### config.mk
export PLATFORM = sky130hd
export DESIGN_NAME = arm_decode_stage_flat
export DESIGN_NICKNAME = d
export VERILOG_FILES = /design/src/rtl/arm_decode_stage_if.sv /design/src/rtl/arm_decode_stage.sv /design/src/flat_wrapper.sv
export SDC_FILE = /design/constraint.sdc
export NUM_CORES = 1
export LEC_CHECK = 0
export CAP_MARGIN = 20
export CORE_UTILIZATION = 40
export CTS_BUF_LIST = sky130_fd_sc_hd__clkbuf_8
export DETAILED_ROUTE_END_ITERATION = 10
export GPL_TIMING_DRIVEN = 0
export PLACE_DENSITY_LB_ADDON = 0.12
export SLEW_MARGIN = 20
export SYNTH_ARGS = -nofsm -noshare
export SYNTH_HDL_FRONTEND = slang
export SYNTH_SLANG_ARGS = --single-unit
### constraint.sdc
create_clock -name clk -period 2.05 [get_ports clk]
set_clock_uncertainty 0.05 [all_clocks]
set_input_delay 0.5125 -clock clk [delete_from_list [all_inputs] [get_ports clk]]
set_output_delay 0.5125 -clock clk [all_outputs]
set_load 0.005 [all_outputs]
### src/rtl/arm_decode_stage_if.sv
// ============================================================================
// Module   : arm_decode_stage_if
// Brief    : Fetch-side handshake and decoded-uop bundle for arm_decode_stage.
// Revision : 1.0
// ============================================================================
`default_nettype none

interface arm_decode_stage_if #(
    parameter int RADDR_W = 4
);
    logic               in_valid;
    logic               in_ready;
    logic [31:0]        in_instr;
    logic [3:0]         flags_nzcv;
    logic               out_valid;
    logic               out_ready;
    logic               alu_hot;
    logic               mult_hot;
    logic               reg_w;
    logic               s_on;
    logic               invert_a;
    logic               invert_b;
    logic               is_logic;
    logic               alu_cin;
    logic [2:0]         logicidx;
    logic [1:0]         special_in;
    logic               is_imm;
    logic               imm_shift;
    logic [7:0]         imm8;
    logic [2:0]         shifter_mode;
    logic [4:0]         shifter_count;
    logic [RADDR_W-1:0] rn;
    logic [RADDR_W-1:0] rd;
    logic [RADDR_W-1:0] rm;
    logic [RADDR_W-1:0] rs;
    logic [1:0]         mult_mode;
    logic               uop_hi;
    logic               cond_pass;
    logic               undef;

    modport slave (
        input  in_valid, in_instr, flags_nzcv, out_ready,
        output in_ready, out_valid, alu_hot, mult_hot, reg_w, s_on, invert_a, invert_b,
               is_logic, alu_cin, logicidx, special_in, is_imm, imm_shift, imm8,
               shifter_mode, shifter_count, rn, rd, rm, rs, mult_mode, uop_hi,
               cond_pass, undef
    );

    modport master (
        output in_valid, in_instr, flags_nzcv, out_ready,
        input  in_ready, out_valid, alu_hot, mult_hot, reg_w, s_on, invert_a, invert_b,
               is_logic, alu_cin, logicidx, special_in, is_imm, imm_shift, imm8,
               shifter_mode, shifter_count, rn, rd, rm, rs, mult_mode, uop_hi,
               cond_pass, undef
    );
endinterface

`default_nettype wire

### src/rtl/arm_decode_stage.sv
// ============================================================================
// Module   : arm_decode_stage
// Brief    : Registered ARM data-processing/multiply decoder with valid/ready flow control.
// Revision : 1.0
// ============================================================================
`default_nettype none

module arm_decode_stage #(
    parameter int RADDR_W  = 4,
    parameter bit LONG_MUL = 1'b1,
    parameter bit COND_EN  = 1'b1
) (
    input  wire logic         clk,
    input  wire logic         rst,
    arm_decode_stage_if.slave io
);
    typedef struct packed {
        logic               alu_hot;
        logic               mult_hot;
        logic               reg_w;
        logic               s_on;
        logic               invert_a;
        logic               invert_b;
        logic               is_logic;
        logic               alu_cin;
        logic [2:0]         logicidx;
        logic [1:0]         special_in;
        logic               is_imm;
        logic               imm_shift;
        logic [7:0]         imm8;
        logic [2:0]         shifter_mode;
        logic [4:0]         shifter_count;
        logic [RADDR_W-1:0] rn;
        logic [RADDR_W-1:0] rd;
        logic [RADDR_W-1:0] rm;
        logic [RADDR_W-1:0] rs;
        logic [1:0]         mult_mode;
        logic               uop_hi;
        logic               cond_pass;
        logic               undef;
    } uop_t;

    typedef enum logic [1:0] {
        IDLE    = 2'd0,
        FULL    = 2'd1,
        LONG_HI = 2'd2
    } state_t;

    state_t             state_q, state_d;
    uop_t               uop_q, uop_d, dec;
    logic [RADDR_W-1:0] rd_hi_q, rd_hi_d, dec_rd_hi;
    logic               long_q, long_d, dec_long;
    logic               cond_raw, cond_ok, undef_enc, accept;
    logic [31:0]        instr;
    logic               n_f, z_f, c_f, v_f;

    function automatic logic [RADDR_W-1:0] ridx(input logic [3:0] f);
        return RADDR_W'(f);
    endfunction

    assign instr                = io.in_instr;
    assign {n_f, z_f, c_f, v_f} = io.flags_nzcv;

    always_comb begin
        cond_raw = 1'b1;
        case (instr[31:28])
            4'h0:    cond_raw = z_f;
            4'h1:    cond_raw = !z_f;
            4'h2:    cond_raw = c_f;
            4'h3:    cond_raw = !c_f;
            4'h4:    cond_raw = n_f;
            4'h5:    cond_raw = !n_f;
            4'h6:    cond_raw = v_f;
            4'h7:    cond_raw = !v_f;
            4'h8:    cond_raw = c_f && !z_f;
            4'h9:    cond_raw = !c_f || z_f;
            4'hA:    cond_raw = (n_f == v_f);
            4'hB:    cond_raw = (n_f != v_f);
            4'hC:    cond_raw = !z_f && (n_f == v_f);
            4'hD:    cond_raw = z_f || (n_f != v_f);
            default: cond_raw = 1'b1;
        endcase
    end

    assign cond_ok = !COND_EN || cond_raw;

    always_comb begin
        dec       = '0;
        dec_long  = 1'b0;
        dec_rd_hi = '0;
        undef_enc = 1'b0;
        if (instr[27:24] == 4'b0000 && instr[7:4] == 4'b1001) begin
            dec.rm       = ridx(instr[3:0]);
            dec.rs       = ridx(instr[11:8]);
            dec.mult_hot = 1'b1;
            dec.reg_w    = 1'b1;
            dec.s_on     = instr[20];
            if (instr[23:22] == 2'b00) begin
                dec.mult_mode = {1'b0, instr[21]};
                dec.rd        = ridx(instr[19:16]);
                if (instr[21])
                    dec.rn = ridx(instr[15:12]);
            end else if (instr[23] && !instr[21] && LONG_MUL) begin
                // Low half goes out first; the high-half destination waits in rd_hi_q.
                dec.mult_mode = {1'b1, instr[22]};
                dec.rd        = ridx(instr[15:12]);
                dec_rd_hi     = ridx(instr[19:16]);
                dec_long      = 1'b1;
            end else begin
                undef_enc = 1'b1;
            end
        end else if (instr[27:26] == 2'b00) begin
            dec.rn      = ridx(instr[19:16]);
            dec.rd      = ridx(instr[15:12]);
            dec.s_on    = instr[20];
            dec.alu_hot = 1'b1;
            dec.reg_w   = 1'b1;
            if (instr[25]) begin
                dec.is_imm        = 1'b1;
                dec.imm8          = instr[7:0];
                dec.shifter_mode  = 3'b100;
                dec.shifter_count = {instr[11:8], 1'b0};
                dec.imm_shift     = 1'b1;
            end else begin
                dec.rm           = ridx(instr[3:0]);
                dec.shifter_mode = {1'b0, instr[6:5]};
                if (!instr[4]) begin
                    dec.shifter_count = instr[11:7];
                    dec.imm_shift     = 1'b1;
                end else begin
                    dec.rs = ridx(instr[11:8]);
                    if (instr[7])
                        undef_enc = 1'b1;
                end
            end
            case (instr[24:21])
                4'h0: dec.is_logic = 1'b1;
                4'h1: begin dec.is_logic = 1'b1; dec.logicidx = 3'd2; end
                4'h2: begin dec.invert_b = 1'b1; dec.alu_cin = 1'b1; end
                4'h3: begin dec.invert_a = 1'b1; dec.alu_cin = 1'b1; end
                4'h4: ;
                4'h5: dec.alu_cin = c_f;
                4'h6: begin dec.invert_b = 1'b1; dec.alu_cin = c_f; end
                4'h7: begin dec.invert_a = 1'b1; dec.alu_cin = c_f; end
                4'h8: begin dec.is_logic = 1'b1; dec.reg_w = 1'b0; end
                4'h9: begin dec.is_logic = 1'b1; dec.logicidx = 3'd2; dec.reg_w = 1'b0; end
                4'hA: begin dec.invert_b = 1'b1; dec.alu_cin = 1'b1; dec.reg_w = 1'b0; end
                4'hB: dec.reg_w = 1'b0;
                4'hC: begin dec.is_logic = 1'b1; dec.logicidx = 3'd1; end
                4'hD: dec.alu_hot = 1'b0;
                4'hE: begin dec.is_logic = 1'b1; dec.invert_b = 1'b1; end
                default: begin
                    // MVN: operand A forced to constant 0, result = 0 | ~B.
                    dec.special_in = 2'b10;
                    dec.is_logic   = 1'b1;
                    dec.logicidx   = 3'd1;
                    dec.invert_b   = 1'b1;
                end
            endcase
            // Compare-class opcodes without S are PSR/branch-exchange space.
            if (instr[24:23] == 2'b10 && !instr[20])
                undef_enc = 1'b1;
        end else begin
            undef_enc = 1'b1;
        end
        if (instr[31:28] == 4'hF)
            undef_enc = 1'b1;
        dec.cond_pass = cond_ok;
        if (undef_enc) begin
            dec.undef    = 1'b1;
            dec.reg_w    = 1'b0;
            dec.s_on     = 1'b0;
            dec.mult_hot = 1'b0;
            dec.alu_hot  = 1'b0;
            dec_long     = 1'b0;
        end else if (!cond_ok) begin
            dec.reg_w = 1'b0;
            dec.s_on  = 1'b0;
        end
    end

    assign io.in_ready = !rst && (state_q == IDLE ||
                                  (state_q == FULL && io.out_ready && !long_q));
    assign accept      = io.in_valid && io.in_ready;

    always_comb begin
        state_d = state_q;
        uop_d   = uop_q;
        rd_hi_d = rd_hi_q;
        long_d  = long_q;
        case (state_q)
            IDLE: begin
                if (accept) begin
                    state_d = FULL;
                    uop_d   = dec;
                    rd_hi_d = dec_rd_hi;
                    long_d  = dec_long;
                end
            end
            FULL: begin
                if (io.out_ready) begin
                    if (long_q) begin
                        state_d      = LONG_HI;
                        uop_d.rd     = rd_hi_q;
                        uop_d.uop_hi = 1'b1;
                        long_d       = 1'b0;
                    end else if (accept) begin
                        uop_d   = dec;
                        rd_hi_d = dec_rd_hi;
                        long_d  = dec_long;
                    end else begin
                        state_d = IDLE;
                        uop_d   = '0;
                    end
                end
            end
            LONG_HI: begin
                if (io.out_ready) begin
                    state_d = IDLE;
                    uop_d   = '0;
                end
            end
            default: begin
                state_d = IDLE;
                uop_d   = '0;
                long_d  = 1'b0;
            end
        endcase
    end

    always_ff @(posedge clk or posedge rst) begin
        if (rst) begin
            state_q <= IDLE;
            uop_q   <= '0;
            rd_hi_q <= '0;
            long_q  <= 1'b0;
        end else begin
            state_q <= state_d;
            uop_q   <= uop_d;
            rd_hi_q <= rd_hi_d;
            long_q  <= long_d;
        end
    end

    assign io.out_valid     = (state_q != IDLE);
    assign io.alu_hot       = uop_q.alu_hot;
    assign io.mult_hot      = uop_q.mult_hot;
    assign io.reg_w         = uop_q.reg_w;
    assign io.s_on          = uop_q.s_on;
    assign io.invert_a      = uop_q.invert_a;
    assign io.invert_b      = uop_q.invert_b;
    assign io.is_logic      = uop_q.is_logic;
    assign io.alu_cin       = uop_q.alu_cin;
    assign io.logicidx      = uop_q.logicidx;
    assign io.special_in    = uop_q.special_in;
    assign io.is_imm        = uop_q.is_imm;
    assign io.imm_shift     = uop_q.imm_shift;
    assign io.imm8          = uop_q.imm8;
    assign io.shifter_mode  = uop_q.shifter_mode;
    assign io.shifter_count = uop_q.shifter_count;
    assign io.rn            = uop_q.rn;
    assign io.rd            = uop_q.rd;
    assign io.rm            = uop_q.rm;
    assign io.rs            = uop_q.rs;
    assign io.mult_mode     = uop_q.mult_mode;
    assign io.uop_hi        = uop_q.uop_hi;
    assign io.cond_pass     = uop_q.cond_pass;
    assign io.undef         = uop_q.undef;
endmodule

`default_nettype wire

### src/flat_wrapper.sv
// flat-port wrapper written by rule: the top's interface ports become plain ports
module arm_decode_stage_flat 
#(
    parameter int RADDR_W  = 4,
    parameter bit LONG_MUL = 1'b1,
    parameter bit COND_EN  = 1'b1
)
  (clk, rst, io_in_valid, io_in_instr, io_flags_nzcv, io_out_ready, io_in_ready, io_out_valid, io_alu_hot, io_mult_hot, io_reg_w, io_s_on, io_invert_a, io_invert_b, io_is_logic, io_alu_cin, io_logicidx, io_special_in, io_is_imm, io_imm_shift, io_imm8, io_shifter_mode, io_shifter_count, io_rn, io_rd, io_rm, io_rs, io_mult_mode, io_uop_hi, io_cond_pass, io_undef);
  arm_decode_stage_if #(.RADDR_W(RADDR_W)) io_i ();
  input  wire logic clk;
  input  wire logic rst;
  input wire logic [$bits(io_i.in_valid)-1:0] io_in_valid;
  input wire logic [$bits(io_i.in_instr)-1:0] io_in_instr;
  input wire logic [$bits(io_i.flags_nzcv)-1:0] io_flags_nzcv;
  input wire logic [$bits(io_i.out_ready)-1:0] io_out_ready;
  output wire logic [$bits(io_i.in_ready)-1:0] io_in_ready;
  output wire logic [$bits(io_i.out_valid)-1:0] io_out_valid;
  output wire logic [$bits(io_i.alu_hot)-1:0] io_alu_hot;
  output wire logic [$bits(io_i.mult_hot)-1:0] io_mult_hot;
  output wire logic [$bits(io_i.reg_w)-1:0] io_reg_w;
  output wire logic [$bits(io_i.s_on)-1:0] io_s_on;
  output wire logic [$bits(io_i.invert_a)-1:0] io_invert_a;
  output wire logic [$bits(io_i.invert_b)-1:0] io_invert_b;
  output wire logic [$bits(io_i.is_logic)-1:0] io_is_logic;
  output wire logic [$bits(io_i.alu_cin)-1:0] io_alu_cin;
  output wire logic [$bits(io_i.logicidx)-1:0] io_logicidx;
  output wire logic [$bits(io_i.special_in)-1:0] io_special_in;
  output wire logic [$bits(io_i.is_imm)-1:0] io_is_imm;
  output wire logic [$bits(io_i.imm_shift)-1:0] io_imm_shift;
  output wire logic [$bits(io_i.imm8)-1:0] io_imm8;
  output wire logic [$bits(io_i.shifter_mode)-1:0] io_shifter_mode;
  output wire logic [$bits(io_i.shifter_count)-1:0] io_shifter_count;
  output wire logic [$bits(io_i.rn)-1:0] io_rn;
  output wire logic [$bits(io_i.rd)-1:0] io_rd;
  output wire logic [$bits(io_i.rm)-1:0] io_rm;
  output wire logic [$bits(io_i.rs)-1:0] io_rs;
  output wire logic [$bits(io_i.mult_mode)-1:0] io_mult_mode;
  output wire logic [$bits(io_i.uop_hi)-1:0] io_uop_hi;
  output wire logic [$bits(io_i.cond_pass)-1:0] io_cond_pass;
  output wire logic [$bits(io_i.undef)-1:0] io_undef;
  assign io_i.in_valid = io_in_valid;
  assign io_i.in_instr = io_in_instr;
  assign io_i.flags_nzcv = io_flags_nzcv;
  assign io_i.out_ready = io_out_ready;
  assign io_in_ready = io_i.in_ready;
  assign io_out_valid = io_i.out_valid;
  assign io_alu_hot = io_i.alu_hot;
  assign io_mult_hot = io_i.mult_hot;
  assign io_reg_w = io_i.reg_w;
  assign io_s_on = io_i.s_on;
  assign io_invert_a = io_i.invert_a;
  assign io_invert_b = io_i.invert_b;
  assign io_is_logic = io_i.is_logic;
  assign io_alu_cin = io_i.alu_cin;
  assign io_logicidx = io_i.logicidx;
  assign io_special_in = io_i.special_in;
  assign io_is_imm = io_i.is_imm;
  assign io_imm_shift = io_i.imm_shift;
  assign io_imm8 = io_i.imm8;
  assign io_shifter_mode = io_i.shifter_mode;
  assign io_shifter_count = io_i.shifter_count;
  assign io_rn = io_i.rn;
  assign io_rd = io_i.rd;
  assign io_rm = io_i.rm;
  assign io_rs = io_i.rs;
  assign io_mult_mode = io_i.mult_mode;
  assign io_uop_hi = io_i.uop_hi;
  assign io_cond_pass = io_i.cond_pass;
  assign io_undef = io_i.undef;
  arm_decode_stage #(.RADDR_W(RADDR_W), .LONG_MUL(LONG_MUL), .COND_EN(COND_EN)) u_core (.clk(clk), .rst(rst), .io(io_i));
endmodule
Word-level counts from Yosys, hierarchy flattened
Cells that the tools add are included.
{"block": "totals", "regBits": 59, "in_bits": 40, "out_inout_bits": 54, "word_cells": 184}
{"block": "classes", "n_eq_ne": 39, "mux": 76, "bitwise_logic": 1, "reduce_logical": 42}
{"cell": "$mux W52", "count": 4}
{"cell": "$pmux W52 S3", "count": 1}
{"cell": "$eq A4 B4 Y1 const B", "count": 15}
{"cell": "$mux W4", "count": 12}
{"cell": "$mux W45", "count": 1}
{"cell": "$mux W35", "count": 1}
{"cell": "$eq A4 B3 Y1 const B", "count": 8}
{"cell": "$mux W1", "count": 30}
{"cell": "$mux W2", "count": 14}
{"cell": "$mux W27", "count": 1}
{"cell": "$mux W8", "count": 3}
{"cell": "$eq A4 B2 Y1 const B", "count": 4}
{"cell": "$mux W16", "count": 1}
{"cell": "$reduce_or A15 Y1", "count": 1}
{"cell": "$pmux W1 S14", "count": 1}
{"cell": "$logic_not A4 Y1", "count": 3}
{"cell": "$reduce_or A12 Y1", "count": 1}
{"cell": "$reduce_or A11 Y1", "count": 1}
{"cell": "$mux W10", "count": 1}
{"cell": "$logic_and A1 B1 Y1", "count": 9}
{"cell": "$reduce_and A3 Y1", "count": 3}
{"cell": "$reduce_or A9 Y1", "count": 1}
{"cell": "$eq A4 B1 Y1 const B", "count": 2}
{"cell": "$logic_not A1 Y1", "count": 8}
{"cell": "other kinds (21)", "count": 32}

Logic depth before layout (Yosys ltp)
{"block": "depth", "word_depth": 12, "mapped_depth": 7, "mapped_depth_nobuf": 5}

Least setup slack after synthesis
Ideal clock, no wire load.
{"block": "synth_path", "path_kind": "in2reg", "start": "input port rst", "end": "register u_core.uop_q, in the netlist u_core.io.rs[0]", "setup_ns": 0.066, "t_arrival_ns": 1.861, "required_time_ns": 1.934, "setup_slack_ns": 0.073, "stages": 6, "n_path_buf": 1, "cell_sequence": "nand4bb_1 -> a2111o_1 -> or2_1 -> buf_6 -> nor3_4 -> a22o_1"}
{"block": "synth_via", "elab_chain_len": 7, "word_cells_on_any_way": 9, "classes_between": "eq/ne (1); mux (4); reduce/logical (4)"}
{"item": "start, declared", "line_no": "flat_wrapper.sv:11", "rtl": "input wire logic rst;"}
{"item": "$logic_not A1 Y1 (*)", "line_no": "arm_decode_stage.sv:182", "rtl": "assign io.in_ready = !rst && (state_q == IDLE ||"}
{"item": "$logic_and A1 B1 Y1 (*)", "line_no": "arm_decode_stage.sv:182"}
{"item": "$logic_and A1 B1 Y1 (*)", "line_no": "arm_decode_stage.sv:184", "rtl": "assign accept = io.in_valid && io.in_ready;"}
{"item": "$mux W52", "line_no": "arm_decode_stage.sv:207", "rtl": "end else if (accept) begin"}
{"item": "$mux W10", "line_no": "arm_decode_stage.sv:202", "rtl": "if (long_q) begin"}
{"item": "$mux W52", "line_no": "arm_decode_stage.sv:201", "rtl": "if (io.out_ready) begin"}
{"item": "$pmux W52 S3", "line_no": "arm_decode_stage.sv:191", "rtl": "case (state_q)"}
{"item": "end signal, assigned", "line_no": "arm_decode_stage.sv:239", "rtl": "uop_q <= uop_d;"}
{"item": "end, declared", "line_no": "arm_decode_stage.sv:50", "rtl": "uop_t uop_q, uop_d, dec;"}
Mark *: on every way between the ends. The rest lies on a longest branch, timed or not. The select of a mux whose other input is x is not followed.
A chain may end at the register's enable or synchronous reset.

Worst setup path in the final report
{"block": "layout_path", "start": "register u_core.long_q", "end": "register u_core.uop_q, in the netlist u_core.io.rs[3]"}
{"block": "layout_via", "elab_chain_len": 9, "word_cells_on_any_way": 12, "classes_between": "eq/ne (2); mux (4); reduce/logical (6)"}
{"item": "start, declared", "line_no": "arm_decode_stage.sv:52", "rtl": "logic long_q, long_d, dec_long;"}
{"item": "start signal, assigned", "line_no": "arm_decode_stage.sv:241", "rtl": "long_q <= long_d;"}
{"item": "$logic_not A1 Y1", "line_no": "arm_decode_stage.sv:183", "rtl": "(state_q == FULL && io.out_ready && !long_q));"}
{"item": "$logic_and A1 B1 Y1", "line_no": "arm_decode_stage.sv:183"}
{"item": "$logic_or A1 B1 Y1", "line_no": "arm_decode_stage.sv:182"}
{"item": "$logic_and A1 B1 Y1", "line_no": "arm_decode_stage.sv:182"}
{"item": "$logic_and A1 B1 Y1", "line_no": "arm_decode_stage.sv:184"}
{"item": "$mux W52", "line_no": "arm_decode_stage.sv:207"}
{"item": "$mux W10", "line_no": "arm_decode_stage.sv:202"}
{"item": "$mux W52", "line_no": "arm_decode_stage.sv:201"}
{"item": "$pmux W52 S3", "line_no": "arm_decode_stage.sv:191"}
Several ways; a longest one is shown, not always the timed one. The select of a mux whose other input is x is not followed.

==> metrics <==
commonest cells after routing, fill and taps aside 74 x clkdlybuf4s50_1, 56 x dfrtp_1, 29 x nand2_1; area grow syn2layout 45.9%; Syn Area/Cell 10.5 µm²; total grt overflow 0; final worst path period share 97.7%; worst skew pair latency 0.31 ns; global routing usage on met2 33.1%; Total GRT Usage 21.2%; crit-path cells nand4bb_1, a2111o_1, or2_1, buf_6, nor3_4, a22o_1; Worst Path Arrival 2.21 ns; Fin. Hold Viols 0; max-slew violation count 0; Critical Setup Path Class reg -> reg; Slew Limit Headroom 53.5%; CTS Buf Count 5; status finished with violations; Via density 5.59; Placer Congestion 0.810; CP Capture Type flop; Root Driver clkbuf_8; slowest cell delay on critical path 0.52 ns; met3 Use GR 3.60%; CTS Hold Buffers Added 0; CTS sink cnt 56; final core utilization 61.7%; unrepaired setup endpoints after global routing true; buffers plus inverters on the worst setup path 1; number of flops mapped to enable cells by yosys 0; GRT busiest layer met2; slowest CP cell a2111o_1; placed cell count 427; Most used DFF post-synth dfrtp_1; # nets final 407; PortBufs 88; # rows 29; Synth async-reset ratio 100%; max cap viols 0; Finished Layout Cells 444; setup violators final 0; Ys Warns 0; largest net degree at the start of global routing 57; Peak VDD IR 0.332 mV; worst-case clock buffer depth 2; DRT iter0 DRCs 95; vias in the first global route 2390; layout cells sized above 1 15.5%; Syn Inst Count 261; Tmin final 2.00 ns; first-pass GRT wire length 12200 µm; CTS tree done; Die Height 84.9 µm; worst slew pin tran 0.697 ns; floorplan core area 0.00649 mm²; DR WL/cell 16.9 µm; TritonRoute pass-1 iters 8; critical path data required time 2.26 ns; H-tree depth 2; count of cell types in the netlist 50; maximum fanout along the worst path 6; IO Pins 94; hpwl dp 5260 µm; final wirelength 7490 µm; Seq/Total Area, Yosys 51.0%; clock transition at the registers of the reported paths 0.10 ns; commonest non-fill, non-tap cell in the layout clkdlybuf4s50_1; via count 2484; LEAKAGE 1.85 nW; Cell Area, Synth 0.00275 mm²; initial antenna violation count 0; global-route track usage on met1 30.7%; Initial Util 42.3%; ANT cells 0; crit-path leading delay family compound AO/OA/AOI/OAI gates; fmax 0.500 GHz; Power Dens Cells 578 mW/mm²; Die Area 0.00720 mm²; # DRC 5; Min-Delay Path Class in -> async; failing checks DRC; ANT nets after route 0; Die X 84.9 µm; startpoint types flop; #FFs+latches synth 56
-- worst paths after layout --
kind                                         endpoint  cells past startpoint                  startpoint  slack [ns]
max                                   u_core.io.rs[3]                      6               u_core.long_q        0.05
min                                    u_core.io.s_on                      2                         rst        0.27
max reg2reg                           u_core.io.rs[3]                      6               u_core.long_q        0.05
min reg2reg                u_core.io.shifter_count[2]                      2  u_core.io.shifter_count[2]        0.44
max in group asynchronous   u_core.io.shifter_mode[1]                      2                         rst        1.21
min in group clk           u_core.io.shifter_count[2]                      2  u_core.io.shifter_count[2]        0.44
-- metal layers --
layer	part of all wire [%]	vias to the layer above
met5	0	-
met4	1.2	0
met3	6.4	7
met2	48	87
met1	44	1212
li1	-	1178
-- layout make-up --
| cell class | count | area (µm²) |
|---|---|---|
| Inverter | 7 | 28.8 |
| Clock buffer | 5 | 68.8 |
| Fill cell | 564 | 2490 |
| Sequential cell | 56 | 1400 |
| Multi-Input combinational cell | 179 | 1320 |
| Clock inverter | 2 | 12.5 |
| Tap cell | 77 | 96.3 |
| Timing Repair Buffer | 98 | 948 |
| Buffer | 20 | 130 |
-- stage by stage --
stage                     TNS, ns  hold slack [ns]  total power, mW  worst slack (ns)  instance area [µm²]
after floorplan                 0            0.417             1.43            0.0733                 2750
after global placement     -93.83            0.410             1.69             -1.03                 3730
after detailed placement   -38.53            0.420             1.70            -0.847                 3730
after CTS                       0            0.439             2.31           0.00122                 3920
after global routing       -0.388            0.349             2.42           -0.0460                 4010
final                           0            0.269             2.31            0.0480                 4010
-- cell usage after synthesis (all sizes together) (2+ instances only) --
cell type / instances / area (µm²)
a21oi: 10 / 50.1
nand2b: 7 / 43.8
a31oi: 2 / 12.5
o41ai: 3 / 26.3
and3: 7 / 43.8
o21ai: 16 / 80.1
or2: 5 / 31.3
mux2i: 2 / 20.0
nor2b: 3 / 18.8
nand4b: 2 / 17.5
dfrtp: 56 / 1400
and4b: 2 / 20.0
a32o: 6 / 60.1
xor2: 4 / 35.0
clkbuf: 10 / 37.5
a21o: 4 / 30.0
a22oi: 8 / 60.1
nor2: 10 / 70.1
nor3: 4 / 36.3
buf: 10 / 62.6
o31ai: 7 / 52.6
inv: 7 / 26.3
nand2: 29 / 109
nor4bb: 2 / 20.0
nor3b: 2 / 15.0
a22o: 26 / 228
-- power breakdown --
part,switching [mW],internal (mW),total (mW)
Combinational,0.251,0.273,0.524
Clock,0.366,0.233,0.599
Sequential,0.0314,1.16,1.19
-- timing repair --
item                       in CTS  in global routing
setup buffers                   8                  2
setup endpoints to repair      55                 51
resized for setup              32                 24
pin swaps                      11                 10
hold endpoints to repair        0                  0
-- worst reg2reg max path, cell delays in order, from the launching register on --
cell and delay [ns]:
dfrtp_1 0.42, nand4bb_1 0.21, a2111o_1 0.52, or2_1 0.26
buf_6 0.15, nor3_4 0.18, a22o_1 0.17
-- flip-flops by register name (all words and copies together) (netlist names), 2 cells and up --
name	count
u_core.io.imm8	8
u_core.io.shifter_count	5
u_core.io.rd	4
u_core.io.rm	4
u_core.io.rn	4
u_core.io.rs	4
u_core.rd_hi_q	4
u_core.io.logicidx	2
u_core.io.mult_mode	2
u_core.io.shifter_mode	2
u_core.state_q	2
-- cell families (layout without fill, tap and decap cells) --
kind of cell / count (synthesis) / in the layout / share of synthesized area [%]
flip-flops: 56 / 56 / 51.0
multiplexers: 3 / 3 / 1.14
buffers and inverters: 27 / 132 / 4.60
AND/OR/NAND/NOR: 79 / 79 / 17.2
XOR/XNOR: 5 / 5 / 1.59
other: 1 / 2 / 0.137
AO/OA/AOI/OAI: 90 / 90 / 24.3
Power figures use the tool's default switching activity.
